### config.mk
export PLATFORM = sky130hd
export DESIGN_NAME = cordic_vectoring_flat
export DESIGN_NICKNAME = d
export VERILOG_FILES = /design/src/rtl/cordic_vectoring_if.sv /design/src/rtl/cordic_vectoring.sv /design/src/flat_wrapper.sv
export SDC_FILE = /design/constraint.sdc
export NUM_CORES = 2
export LEC_CHECK = 0
export BUFFER_PORTS_ARGS = -buffer_cell sky130_fd_sc_hd__buf_2
export CAP_MARGIN = 20
export CORE_ASPECT_RATIO = 0.8
export CORE_MARGIN = 2
export CORE_UTILIZATION = 36
export DETAILED_ROUTE_END_ITERATION = 12
export PLACE_DENSITY = 0.51
export SYNTH_ARGS = -nofsm -noshare
export SYNTH_HDL_FRONTEND = slang
export SYNTH_SLANG_ARGS = --single-unit
### constraint.sdc
create_clock -name Clk_i -period 4.6 [get_ports Clk_i]
set_clock_uncertainty 0.15 [all_clocks]
set_input_delay 0.69 -clock Clk_i [delete_from_list [all_inputs] [get_ports Clk_i]]
set_output_delay 0.69 -clock Clk_i [all_outputs]
set_load 0.03 [all_outputs]
### src/rtl/cordic_vectoring_if.sv
// cordic_vectoring_if: sample input and phase/magnitude result bundle for the vectoring CORDIC.
interface cordic_vectoring_if;
    logic signed [15:0] X_i;
    logic signed [15:0] Y_i;
    logic               Valid_i;
    logic        [15:0] Angle_o;
    logic        [16:0] Mag_o;
    logic               Valid_o;

    modport master (output X_i, Y_i, Valid_i, input Angle_o, Mag_o, Valid_o);
    modport slave (input X_i, Y_i, Valid_i, output Angle_o, Mag_o, Valid_o);
endinterface

### src/rtl/cordic_vectoring.sv
// cordic_vectoring: pipelined vectoring-mode CORDIC returning the 16-bit phase and
// gain-scaled magnitude of a signed (X,Y) sample, one sample per clock.
module cordic_vectoring #(
    parameter int STAGES = 16
) (
    input logic Clk_i,
    input logic Rst_i,
    cordic_vectoring_if.slave bus
);
    localparam logic [15:0] ATAN [16] = '{
        16'd8192, 16'd4836, 16'd2555, 16'd1297, 16'd651, 16'd326, 16'd163, 16'd81,
        16'd41,   16'd20,   16'd10,   16'd5,    16'd3,   16'd1,   16'd1,   16'd0
    };

    logic signed [18:0] x_d [0:STAGES];
    logic signed [18:0] x_q [0:STAGES];
    logic signed [18:0] y_d [0:STAGES];
    logic signed [18:0] y_q [0:STAGES];
    logic        [15:0] z_d [0:STAGES];
    logic        [15:0] z_q [0:STAGES];
    logic [STAGES:0]    v_d, v_q, zf_d, zf_q;
    logic [15:0]        angle_d, angle_q;
    logic [16:0]        mag_d, mag_q;
    logic               valid_d, valid_q;
    logic signed [18:0] xs, ys;

    always_comb begin
        xs = {{3{bus.X_i[15]}}, bus.X_i};
        ys = {{3{bus.Y_i[15]}}, bus.Y_i};
        // left half-plane is folded onto the right by a 180 degree pre-rotation
        x_d[0] = xs[18] ? -xs : xs;
        y_d[0] = xs[18] ? -ys : ys;
        z_d[0] = xs[18] ? 16'h8000 : 16'h0000;
        v_d = {v_q[STAGES-1:0], bus.Valid_i};
        zf_d = {zf_q[STAGES-1:0], (bus.X_i == 16'sd0) && (bus.Y_i == 16'sd0)};
        for (int i = 0; i < STAGES; i++) begin
            x_d[i+1] = y_q[i][18] ? x_q[i] - (y_q[i] >>> i) : x_q[i] + (y_q[i] >>> i);
            y_d[i+1] = y_q[i][18] ? y_q[i] + (x_q[i] >>> i) : y_q[i] - (x_q[i] >>> i);
            z_d[i+1] = y_q[i][18] ? z_q[i] - ATAN[i] : z_q[i] + ATAN[i];
        end
        angle_d = zf_q[STAGES] ? 16'h0000 : z_q[STAGES];
        mag_d = zf_q[STAGES] ? 17'h00000 : 17'(x_q[STAGES]);
        valid_d = v_q[STAGES];
    end

    always_ff @(posedge Clk_i) begin
        x_q <= x_d;
        y_q <= y_d;
        z_q <= z_d;
        v_q <= Rst_i ? '0 : v_d;
        zf_q <= Rst_i ? '0 : zf_d;
        angle_q <= Rst_i ? '0 : angle_d;
        mag_q <= Rst_i ? '0 : mag_d;
        valid_q <= Rst_i ? 1'b0 : valid_d;
    end

    assign bus.Angle_o = angle_q;
    assign bus.Mag_o = mag_q;
    assign bus.Valid_o = valid_q;
endmodule

### src/flat_wrapper.sv
// flat-port wrapper written by rule: the top's interface ports become plain ports
module cordic_vectoring_flat 
#(
    parameter int STAGES = 16
)
  (Clk_i, Rst_i, bus_X_i, bus_Y_i, bus_Valid_i, bus_Angle_o, bus_Mag_o, bus_Valid_o);
  cordic_vectoring_if bus_i ();
  input logic Clk_i;
  input logic Rst_i;
  input wire logic [$bits(bus_i.X_i)-1:0] bus_X_i;
  input wire logic [$bits(bus_i.Y_i)-1:0] bus_Y_i;
  input wire logic [$bits(bus_i.Valid_i)-1:0] bus_Valid_i;
  output wire logic [$bits(bus_i.Angle_o)-1:0] bus_Angle_o;
  output wire logic [$bits(bus_i.Mag_o)-1:0] bus_Mag_o;
  output wire logic [$bits(bus_i.Valid_o)-1:0] bus_Valid_o;
  assign bus_i.X_i = bus_X_i;
  assign bus_i.Y_i = bus_Y_i;
  assign bus_i.Valid_i = bus_Valid_i;
  assign bus_Angle_o = bus_i.Angle_o;
  assign bus_Mag_o = bus_i.Mag_o;
  assign bus_Valid_o = bus_i.Valid_o;
  cordic_vectoring #(.STAGES(STAGES)) u_core (.Clk_i(Clk_i), .Rst_i(Rst_i), .bus(bus_i));
endmodule
==> impl_metrics.py <==
metrics = {
    "sta": {
        "layout_worst_path_cycle_share_pct": 86.56,
        "clock.fmax_mhz": 251.1,
        "slew_headroom_pct": 38.81,
        "period_minus_slack_ns": 3.982,
        "tightestPinTransition_ns": 0.9101,
        "layout_setup_ws_ns": 0.6181,
        "maxSlewViolCount": 0,
        "finalHoldViolations": 0,
        "grt_setup_unrepaired": "false",
        "setup_violations": 0,
        "setup-tns-final_ns": 0,
    },
    "cells_and_area": {
        "drive_gt1_share_pct": 5.044,
        "antenna_cells": 0,
        "multi_input_area_mm2": 0.03955,
        "final-seq-area_mm2": 0.01780,
        "design_area_mm2": 0.06568,
        "nNetsFinal": 7765,
        "syn_to_final_growth_pct": 11.27,
        "num-fill-cells": 16260,
    },
    "logic_synthesis": {
        "synth_flop_cell": "dfxtp_1",
        "synth_edf_count": 0,
        "syn_inst": 6741,
        "yosys_warnings": 0,
        "synthArstFlopShare_pct": 0,
        "ys_ff_latch": 889,
        "netlist_area_mm2": 0.05903,
        "yosysUniqueCellTypes": 85,
        "netlist.area_leader.share_pct": 30.15,
        "synth_top_area_cell": "dfxtp_1",
        "yosys-top-cells-area": "dfxtp_1 (30%), ha_1 (17%), xnor2_1 (9.6%), a21oi_1 (5.3%), xor2_1 (4.0%)",
        "syn_avg_cell_area_um2": 8.757,
        "ys_seq_area_share_pct": 30.15,
    },
    "min_path": {
        "hold_class": "primary input to register",
    },
    "route": {
        "num_vias": 47470,
        "drc": 0,
        "avgViaCountPerCell": 5.215,
        "antenna_left": 0,
        "wl_um": 151100,
        "dr_wl_met3_um": 7488,
        "drt_pass1_iterations": 6,
        "wl_met2_um": 60860,
        "wl_per_cell_um": 16.60,
        "drt_iter0_markers": 3057,
        "met1_length_um": 80530,
        "top_layer": "met4",
    },
    "die": {
        "rows": 132,
        "start_util_pct": 36.36,
        "core_area_mm2": 0.1624,
        "die_h_um": 366.2,
        "die_area_mm2": 0.1672,
        "fp.dieW_um": 456.7,
        "ios": 69,
    },
    "placed_design": {
        "routabilityCongestion": 0.8745,
        "port_buffers": 67,
        "place_hpwl_um": 121600,
        "place_area_mm2": 0.06198,
        "dp_slack_ns": 0.7035,
    },
    "clocking": {
        "numClockSinks": 889,
        "htreeDepth": 3,
        "cts_root_buf": "clkbuf_16",
        "numCtsBuffers": 98,
        "postCtsHoldBufs": 28,
        "clk-insertion-delay-late_ns": 0.73,
        "cts_tree": "done",
        "clk_path_buf_depth": 3,
        "path_clk_slew_ns": 0.06,
        "cts_resized": 0,
        "post_cts_buffers": 0,
    },
    "flow_run": {
        "max_cap_violations": 0,
    },
    "global_routing": {
        "grt_max_degree": 47,
        "grt_usage_pct": 17.62,
        "gr-total-overflow": 0,
        "grt_pass1_wl_um": 242500,
        "antenna_found_initial": 6,
        "grt_pass1_vias": 44800,
    },
    "critical_path": {
        "regToRegSetupSlack_ns": 0.62,
        "cp-end-kind": "register",
        "worstSetupStartpointType": "register",
        "worst-setup-path-type": "register to register",
        "worst_ep_arrival_time_ns": 4.48,
        "cp.required_ns": 5.10,
        "crit_fanout": 11,
    },
    "outcome": {
        "status": "finished clean",
    },
}
==> area by class of cell <==
cell class	instances	area share, %
Clock buffer	126	4.199
Inverter	350	2.000
Tap cell	2144	4.084
Multi-Input combinational cell	5409	60.22
Sequential cell	889	27.10
Timing Repair Buffer	135	1.394
Clock inverter	50	1.006
==> cells in the mapped netlist, drive strengths merged, types with 51 or more instances <==
cell    instances
nand2         306
xor2          269
nand2b        106
a21o          239
o21a          117
ha            806
inv           347
nor3          170
clkbuf         76
a31oi          87
and2           51
and3           69
xnor2         645
nand3          95
a21oi         624
o21bai         88
o21ai         344
a211oi         79
nor2b         131
nor4           51
dfxtp         889
nor2          606
==> registers in the layout (all words and copies together) (netlist names) <==
signal	cells
u_core.x_q	318
u_core.y_q	289
u_core.z_q	215
u_core.bus.Mag_o	17
u_core.v_q	17
u_core.zf_q	17
u_core.bus.Angle_o	15
u_core.bus.Valid_o	1
==> stage by stage <==
step	instances	utilization [%]	hold slack [ns]
global placement	8899	38.18	0.1605
CTS	9103	40.46	0.004178
detailed placement	8899	38.18	0.1621
finish	9103	40.46	0.08364
global route	9103	40.46	0.03291
floorplan	6744	-	0.1596
==> worst paths after layout <==
path / cells past startpoint / startpoint / endpoint
min reg2reg: 0 / u_core.z_q[21] / u_core.z_q[5]
min: 3 / bus_Y_i[1] / u_core.y_q[305]
max reg2reg: 12 / u_core.y_q[75] / u_core.y_q[54]
max: 12 / u_core.y_q[75] / u_core.y_q[54]
==> layer usage <==
| layer | track usage [%] | vias to the layer above |
|---|---|---|
| li1 | - | 24220 |
| met1 | 27.31 | 22170 |
| met2 | 25.60 | 937 |
| met3 | 2.538 | 146 |
| met4 | 3.111 | 0 |
| met5 | 0 | - |
==> placed cells by master (no fill, tap or decap), types with 239 or more instances in the layout <==
master   synthesis  final
a21o_1         239    239
a21oi_1        623    623
dfxtp_1        889    889
ha_1           806    806
inv_1          346    346
nand2_1        306    306
nor2_1         606    606
o21ai_0        341    341
xnor2_1        645    645
xor2_1         268    268
==> critical path, stage by stage, from the launching register on <==
cell	delay (ns)
dfxtp_1	0.60
clkinv_1	0.40
nor2_1	0.31
a21oi_1	0.12
ha_1	0.40
a2111oi_0	0.44
o21ai_0	0.24
a41o_1	0.32
a31oi_1	0.35
a21oi_1	0.14
o21a_1	0.19
nor2_1	0.11
xnor2_1	0.13
==> cell families (layout without fill, tap and decap cells) <==
group           Yosys count  after routing  synth area share (%)
xor+xnor                914            914                 13.57
simple gates           1744           1744                 14.38
flops                   889            889                 30.15
buf+inv                 446            661                 2.866
fa+ha+maj               847            847                 18.47
other cells               1              4              0.006353
mux                      46             46                0.8245
compound gates         1854           1854                 19.72
Power is not shown: default switching activity piles up to over one toggle a cycle in this logic, so the estimate is an artifact.
